**config.mk**
```make
export PLATFORM = sky130hd
export DESIGN_NAME = reg_file24
export DESIGN_NICKNAME = d
export VERILOG_FILES = /design/src/rtl/reg_file24.sv
export SDC_FILE = /design/constraint.sdc
export NUM_CORES = 1
export LEC_CHECK = 0
export BUFFER_PORTS_ARGS = -buffer_cell sky130_fd_sc_hd__buf_2
export CORE_UTILIZATION = 30
export CTS_BUF_LIST = sky130_fd_sc_hd__clkbuf_2
export DETAILED_ROUTE_END_ITERATION = 6
export HOLD_SLACK_MARGIN = 0.1
export PLACE_DENSITY = 0.58
export SYNTH_ARGS = -nofsm -noshare
export SYNTH_HDL_FRONTEND = slang
export SYNTH_SLANG_ARGS = --single-unit
```
**constraint.sdc**
```tcl
create_clock -name i_clk -period 2.74 [get_ports i_clk]
set_input_delay 0.411 -clock i_clk [delete_from_list [all_inputs] [get_ports i_clk]]
set_output_delay 0.411 -clock i_clk [all_outputs]
set_load 0.02 [all_outputs]
```
**src/rtl/reg_file24.sv**
```systemverilog
// Eight-entry register file with R0 hardwired to zero, plus a registered ALU flag triple; optional write-through via REGFILE_BYPASS_EN.
// Reads are combinational, writes and flag loads take effect on the rising edge; there is no backpressure, every request is accepted.
`timescale 1ns/1ps
module reg_file24 #(
    parameter int DATA_WIDTH = 24,
    parameter int ADDR_WIDTH = 3
) (
    input  logic                  i_clk,
    input  logic                  i_rst_n,
    input  logic [ADDR_WIDTH-1:0] i_read_reg1,
    input  logic [ADDR_WIDTH-1:0] i_read_reg2,
    input  logic [ADDR_WIDTH-1:0] i_write_reg,
    input  logic [DATA_WIDTH-1:0] i_write_data,
    input  logic                  i_reg_write,
    input  logic                  i_flag_write,
    input  logic                  i_alu_zero,
    input  logic                  i_alu_overflow,
    input  logic                  i_alu_cout,
    output logic [DATA_WIDTH-1:0] o_read_data1,
    output logic [DATA_WIDTH-1:0] o_read_data2,
    output logic                  o_flag_zero,
    output logic                  o_flag_overflow,
    output logic                  o_flag_carry
);

    localparam int NUM_REGS = 1 << ADDR_WIDTH;

    // R0 has no storage; it is synthesised as a constant zero on the read side.
    logic [DATA_WIDTH-1:0] r_regs [1:NUM_REGS-1];
    logic                  r_flag_zero;
    logic                  r_flag_overflow;
    logic                  r_flag_carry;

    logic                  w_wr_en;
    logic [DATA_WIDTH-1:0] w_rd1;
    logic [DATA_WIDTH-1:0] w_rd2;

    assign w_wr_en = i_reg_write && (i_write_reg != '0);

    always_ff @(posedge i_clk) begin
        if (!i_rst_n) begin
            for (int i = 1; i < NUM_REGS; i++) begin
                r_regs[i] <= '0;
            end
            r_flag_zero     <= 1'b0;
            r_flag_overflow <= 1'b0;
            r_flag_carry    <= 1'b0;
        end else begin
            if (w_wr_en) begin
                r_regs[i_write_reg] <= i_write_data;
            end
            if (i_flag_write) begin
                r_flag_zero     <= i_alu_zero;
                r_flag_overflow <= i_alu_overflow;
                r_flag_carry    <= i_alu_cout;
            end
        end
    end

    always_comb begin
        w_rd1 = '0;
        w_rd2 = '0;
        if (i_read_reg1 != '0) begin
`ifdef REGFILE_BYPASS_EN
            w_rd1 = (w_wr_en && (i_read_reg1 == i_write_reg)) ? i_write_data : r_regs[i_read_reg1];
`else
            w_rd1 = r_regs[i_read_reg1];
`endif
        end
        if (i_read_reg2 != '0) begin
`ifdef REGFILE_BYPASS_EN
            w_rd2 = (w_wr_en && (i_read_reg2 == i_write_reg)) ? i_write_data : r_regs[i_read_reg2];
`else
            w_rd2 = r_regs[i_read_reg2];
`endif
        end
    end

    assign o_read_data1    = w_rd1;
    assign o_read_data2    = w_rd2;
    assign o_flag_zero     = r_flag_zero;
    assign o_flag_overflow = r_flag_overflow;
    assign o_flag_carry    = r_flag_carry;

endmodule

```
Word-level counts from Yosys, hierarchy flattened
Memory sizes are Yosys's and may differ from the RTL's.
Cells that the tools add are included.

word-level totals
  register bits after elaboration = 3
  bits in writable memories = 168
  bits of input ports = 40
  output and inout port bits = 51
  logic and storage cells = 18
  memories kept = 1

cells by class
  muxes and demuxes = 9
  reduce and logical (&&, ||, !) cells = 5

memories
  name    depth  width  read ports  clocked after memory_dff  wr ports  line  source
  r_regs  7      24     2           0                         7         29    logic [DATA_WIDTH-1:0] r_regs [1:NUM_REGS-1];

operators by type and width
  operator             number
  $mux W24             3
  $reduce_or A24 Y1    1
  $reduce_bool A3 Y1   3
  $mux W1              5
  $mux W3              1
  $logic_and A1 B1 Y1  1

Depth between registers and ports, before layout
Gate-level depths: netlist of the first run.

  depth in word-level cells = 7
  gate-level depth with buffers = 6
  mapped depth without buffers = 3

Worst setup path before layout of the first run
OpenSTA, ideal clock, no wires.

  path type = input port to flip-flop
  from = input i_write_reg[0]
  to = memory r_regs[4][0] (enable)
  setup time = 0.438 ns
  arrival = 2.406 ns
  data required time = 2.302 ns
  path slack = -0.105 ns
  cell stages on the path = 2
  buffers on the path = 0
  cell sequence = nand3b_1 -> o21ai_0

RTL lines
  item             line  source
  start, declared  12    input logic [ADDR_WIDTH-1:0] i_write_reg,
  end, declared    29

==> results of run 1 <==
per-layer routing:
layer	share of wire (%)	track usage (%)	vias to the layer above	wire [µm]
met5	0	0	-	0
met4	1.7	5.58	0	465
met3	4.6	2.67	36	1240
met2	48	27.9	191	12700
met1	46	22.7	3145	12300
li1	-	-	2960	-
state kept, by name, indices dropped and copies added, names as in the netlist:
signal / count
o_flag_carry: 1
o_flag_overflow: 1
o_flag_zero: 1
r_regs: 168
power by group through the flow:
stage / logic [µW] / clock network, µW / registers, µW
6_report: 978 / 1400 / 3120
5_1_grt: 1050 / 1520 / 3140
4_1_cts: 984 / 1440 / 3120
3_5_place_dp: 944 / 0 / 3180
3_3_place_gp: 937 / 0 / 3170
2_1_floorplan: 604 / 0 / 3160
worst max-delay path: cells and delay by family, from the launching register on:
kind                   cells  cell delay, ps
AO/OA/AOI/OAI              2             480
flip-flops                 1             460
multiplexers               1             300
buffers and inverters      1             200
worst min path at each step:
stage | start | endpoint | slack (ps) | cells after the start
after global placement | o_flag_carry$_SDFFE_PN0P_ | o_flag_carry$_SDFFE_PN0P_ | 500 | 2
after CTS | i_write_reg[1] | r_regs[1][16]$_SDFFCE_PN0P_ | 280 | 4
after detailed placement | o_flag_overflow$_SDFFE_PN0P_ | o_flag_overflow$_SDFFE_PN0P_ | 510 | 2
final | i_write_reg[1] | r_regs[1][16]$_SDFFCE_PN0P_ | 340 | 4
after global routing | i_write_reg[1] | r_regs[1][16]$_SDFFCE_PN0P_ | 300 | 4
after floorplan | i_alu_cout | o_flag_carry$_SDFFE_PN0P_ | 580 | 2
cells in the mapped netlist, types with 2 or more instances:
cell,number,area (µm²)
a211oi_1,24,180
a221oi_1,37,324
a221oi_2,33,495
a311oi_1,24,210
and2_1,169,1060
buf_1,2,7.51
buf_2,19,95.1
buf_4,3,22.5
buf_6,12,135
buf_8,3,45.0
clkbuf_1,24,90.1
dfxtp_1,3,60.1
edfxtp_1,168,5040
mux2_1,34,383
mux2_2,14,158
mux2i_1,75,751
nand2_1,2,7.51
nand2b_1,5,31.3
nor2_1,6,22.5
nor2b_1,29,181
o21ai_0,6,30.0
per-stage QoR:
stage	TNS, ps	util (%)	instances	cell area (µm²)	hold slack (ps)
after global placement	0	33.7	1163	10300	497
after global routing	0	35.6	1229	10900	296
final	0	35.6	1230	10900	340
after CTS	0	35.6	1228	10900	277
after floorplan	-10870	-	700	9390	580
after detailed placement	0	33.7	1163	10300	506
area by class of cell:
class	count	area [µm²]	share of cell area [%]
diodes	2	5.00	0.0458
clock buffers	19	95.1	0.870
clock inverters	13	151	1.39
inverters	1	3.75	0.0344
multi-input cells	465	3920	35.9
flip-flops and latches	171	5100	46.7
well taps	396	495	4.54
repair buffers	163	1150	10.5
logic make-up after synthesis:
family          after synthesis  share of synthesized area [%]
compound gates              127                           13.4
simple gates                215                           14.2
buf+inv                      64                           4.25
mux                         123                           13.8
flops                       171                           54.4
timing repair:
| action | 4_1_cts | 5_1_grt |
|---|---|---|
| setup endpoints to repair | 0 | 1 |
| endpoints found under the hold margin | 171 | 0 |
| resized for setup | 0 | 1 |
| hold buffers | 33 | 0 |
==> results.py, run 1 <==
metrics = {
    "run_status": {
        "status": "finished, final reports clean",
    },
    "routing": {
        "drt-total-wl_mm": 26.7,
        "drc": 0,
        "dr.pass1.iters": 5,
        "wl_per_cell_um": 21.7,
        "drt_iter0_markers": 374,
        "vias": 6332,
        "ant_nets": 0,
        "vias_per_cell": 5.15,
    },
    "floorplan": {
        "coreArea_um2": 30700,
        "die_w_um": 179,
        "rows": 64,
        "die_area_um2": 32000,
        "start_util_pct": 30.6,
        "die_y_um": 179,
        "ios": 91,
    },
    "finish": {
        "mostFrequentLayoutCell": "and2_1",
        "most-common-layout-cells": "and2_1 (169), edfxtp_1 (168), buf_2 (88), mux2i_1 (75), buf_4 (37)",
        "area_growth_pct": 16.4,
        "n_fill_cell": 3010,
        "drive_gt1_share_pct": 26.1,
        "nets": 859,
    },
    "clocking": {
        "clk_latency_ps": 750,
        "postCtsSetupBuffers": 0,
        "clk_path_buf_depth": 2,
        "cts_tree": "yes",
        "clk_pin_slew_ps": 280,
        "root_buffer": "clkbuf_2",
        "cts_num_sinks": 171,
        "numCtsBuffers": 17,
        "h-tree-depth": 4,
    },
    "synth": {
        "ys_dominant_reg_cell": "edfxtp_1",
        "syn-mean-instance-area_um2": 13.4,
        "synthesis.instances": 700,
        "ys_warn_count": 0,
        "synth-edff-count": 168,
        "netlist-cell-type-count": 29,
        "ys_seq_area_share_pct": 54.4,
        "async_flop_share_pct": 0,
        "netlist_area_um2": 9390,
        "synth_seq_cells": 171,
        "synth_fp_nets": 740,
    },
    "setup_path": {
        "start_kind": "register",
        "required_ps": 2330,
        "setup.worst_path.end": "o_read_data1[0]",
        "critical_path.cell_chain": "mux2_1 -> a221oi_1 -> a311oi_1 -> buf_2",
        "critical-path-max-stage-delay_ps": 460,
        "crit_path_start": "r_regs[1][0]$_SDFFCE_PN0P_",
        "arrival_ps": 2180,
        "worst-setup-path-type": "reg2out",
        "crit_fanout": 2,
        "rrSetupSlack_ps": 1000,
        "ff2ff_path_depth": 4,
        "crit_slowest_cell": "edfxtp_1",
        "r2r-end": "o_flag_overflow$_SDFFE_PN0P_",
        "cp-end-kind": "primary output",
        "rr_startpoint": "o_flag_overflow$_SDFFE_PN0P_",
    },
    "global_routing": {
        "grt_first_pass_wirelength_mm": 39.5,
        "antenna_found_initial": 1,
        "grt_usage_pct": 17.0,
        "grt_max_degree": 44,
        "grt_pass1_vias": 6469,
        "overflow": 0,
    },
    "sta": {
        "slew_viol_final": 0,
        "fin_skew_ps": 0,
        "worst_pin_slew_ps": 1070,
        "max_freq_ghz": 0.385,
        "finalSetupViolations": 0,
        "slew_headroom_pct": 28.2,
        "period_share_pct": 94.7,
        "hold_viol": 0,
        "finalWorstSetupSlack_ps": 145,
        "rsz0062_at_grt": "no",
        "fin_crit_ps": 2590,
    },
    "pwr": {
        "p_per_area_nw_per_um2": 503,
        "p_clk_share_pct": 25.5,
        "p_leak_uw": 0.00401,
        "vdd_drop_max_mv": 0.208,
        "power_switching_uw": 1580,
        "p_seq_share_pct": 56.7,
        "combPwrFrac_pct": 17.8,
        "switching_share_pct": 28.7,
        "power_uw": 5500,
        "internal_power_uw": 3920,
    },
    "placement": {
        "gp_congestion": 0.760,
        "dpl_worst_slack_ps": 332,
        "dpl.hpwl_mm": 16.2,
        "port_buffers": 90,
    },
    "hold_path": {
        "hold_class": "in2reg",
    },
    "job": {
        "cap_violations": 0,
    },
}
No activity file was read; power rests on OpenSTA's default activity.
==> inputs of run 2 (changes only) <==
- PLACE_DENSITY: 0.58 -> 0.56
- clock period: 2.74 -> 3.1 ns (I/O delays scaled with it)
==> run 2 against run 1 <==
Non-clock buffer count is 2 higher. Worst setup slack better by 380 ps. Combinational power is 11% lower.
==> results.py, run 2 (synthesized netlist as in run 1, its figures left out) <==
metrics = {
    "run_status": {
        "status": "finished, final reports clean",
    },
    "setup_path": {
        "arrival_ps": 2110,
        "ff2ff_path_depth": 4,
        "crit_slowest_cell": "edfxtp_1",
        "path_depth": 4,
        "r2r-end": "o_flag_carry$_SDFFE_PN0P_",
        "required_ps": 2630,
        "critical_path.cell_chain": "mux2_1 -> a221oi_1 -> a311oi_1 -> buf_2",
        "rr_startpoint": "o_flag_carry$_SDFFE_PN0P_",
        "crit_fanout": 2,
        "cp-end-kind": "primary output",
        "critical_path.n_buffers_inverters": 1,
        "cp_top_family": "compound AO/OA/AOI/OAI gates",
        "rrSetupSlack_ps": 1400,
        "critical-path-max-stage-delay_ps": 430,
        "worst-setup-path-type": "reg2out",
        "setup.worst_path.end": "o_read_data1[22]",
        "crit_path_start": "r_regs[3][22]$_SDFFCE_PN0P_",
        "start_kind": "register",
    },
    "global_routing": {
        "antenna_found_initial": 1,
        "grt_usage_pct": 17.5,
        "overflow": 0,
        "grt_pass1_vias": 6381,
        "grt_max_degree": 41,
        "grt_first_pass_wirelength_mm": 40.3,
    },
    "placement": {
        "dpl.hpwl_mm": 16.7,
        "dp.cells": 1165,
        "gp_congestion": 0.732,
        "port_buffers": 90,
        "placed_cell_area_um2": 10300,
    },
    "clocking": {
        "cts_num_sinks": 171,
        "root_buffer": "clkbuf_2",
        "clk_path_buf_depth": 2,
        "numCtsBuffers": 17,
        "h-tree-depth": 4,
        "clk_pin_slew_ps": 270,
        "cts_resized": 0,
        "cts_tree": "yes",
        "clk_latency_ps": 720,
    },
    "sta": {
        "finalSetupViolations": 0,
        "fin_skew_ps": 0,
        "fin_crit_ps": 2580,
        "period_share_pct": 83.1,
        "max_freq_ghz": 0.388,
        "finalSetupTns_ps": 0,
        "holdWs_ps": 458,
        "worst_pin_slew_ps": 600,
        "rsz0062_at_grt": "no",
        "hold_viol": 0,
        "slew_headroom_pct": 60.0,
        "slew_viol_final": 0,
    },
    "floorplan": {
        "die_area_um2": 32000,
        "ios": 91,
        "start_util_pct": 30.6,
        "die_y_um": 179,
        "rows": 64,
        "die_w_um": 179,
        "coreArea_um2": 30700,
    },
    "finish": {
        "stdcell_area_um2": 10900,
        "final_cells": 1231,
        "most-common-layout-cells": "and2_1 (169), edfxtp_1 (168), buf_2 (88), mux2i_1 (75), buf_4 (41)",
        "largest_reg_flops": 168,
        "max_flop_register": "r_regs",
        "nets": 861,
        "multi_input_area_um2": 3910,
        "n_fill_cell": 2959,
        "seq_area_um2": 5100,
        "drive_gt1_share_pct": 26.4,
        "area_growth_pct": 16.2,
        "mostFrequentLayoutCell": "and2_1",
    },
    "routing": {
        "drc": 0,
        "dr.pass1.iters": 4,
        "drt_iter0_markers": 388,
        "drt-total-wl_mm": 27.6,
        "vias": 6358,
        "ant_nets": 0,
        "vias_per_cell": 5.16,
        "wl_per_cell_um": 22.4,
    },
    "pwr": {
        "p_leak_uw": 0.00403,
        "vdd_drop_max_mv": 0.210,
        "p_per_area_nw_per_um2": 445,
    },
    "job": {
        "cap_violations": 0,
    },
    "hold_path": {
        "hold_class": "in2reg",
    },
}
## run 2: changes by cell type in the layout (fill, tap and decap cells not counted), moves of 2 or more
cell / delta
buf_4: +4
clkinv_2: +2
clkinvlp_4: -2
clkinv_1: -2
buf_12: -2
## run 2: where the power goes
group / internal (µW) / leakage, µW / switching, µW
registers: 2680 / 0.00163 / 75.7
logic: 332 / 0.00224 / 534
clock network: 456 / 0.000156 / 770
total: 3470 / 0.00403 / 1380
## run 2: layout make-up
| cell class | count | share of cell area (%) |
|---|---|---|
| tap | 396 | 4.54 |
| clock inverter | 12 | 1.35 |
| timing repair buffer | 165 | 10.4 |
| antenna | 1 | 0.0229 |
| inverter | 1 | 0.0344 |
| sequential | 171 | 46.8 |
| clock buffer | 20 | 0.918 |
| multi-input combinational | 465 | 35.9 |
## run 2: worst min-delay path, stage by stage
cell and delay [ps]:
buf_2 110, nor3_2 50, buf_4 240, and2_1 200
## run 2: what timing repair did
action,4_1_cts,5_1_grt
hold endpoints to repair,171,0
setup endpoints to repair,0,0
hold buffers,33,0
buffers inserted,0,0
## run 2: worst min path at each step
stage	start	to	slack [ps]	cells after the start
floorplan	o_flag_carry$_SDFFE_PN0P_	o_flag_carry$_SDFFE_PN0P_	590	2
global placement	o_flag_carry$_SDFFE_PN0P_	o_flag_carry$_SDFFE_PN0P_	500	2
global route	i_write_reg[1]	r_regs[1][17]$_SDFFCE_PN0P_	340	4
detailed placement	o_flag_carry$_SDFFE_PN0P_	o_flag_carry$_SDFFE_PN0P_	510	2
CTS	i_write_reg[1]	r_regs[1][17]$_SDFFCE_PN0P_	360	4
finish	i_write_reg[1]	r_regs[1][17]$_SDFFCE_PN0P_	460	4
## run 2: per-stage QoR
stage               setup WS [ps]  util, %  power (µW)
floorplan                     201        -        3320
global placement              527     33.7        3640
detailed placement            557     33.7        3650
CTS                           435     35.6        4890
global route                  327     35.6        5040
finish                        523     35.6        4850
## run 2: metal layers
metal | track usage (%) | up-vias | wire length (µm)
li1 | - | 2950 | -
met1 | 23.0 | 3232 | 12500
met2 | 29.4 | 156 | 13500
met3 | 3.31 | 20 | 1250
met4 | 4.63 | 0 | 286
met5 | 0 | - | 0
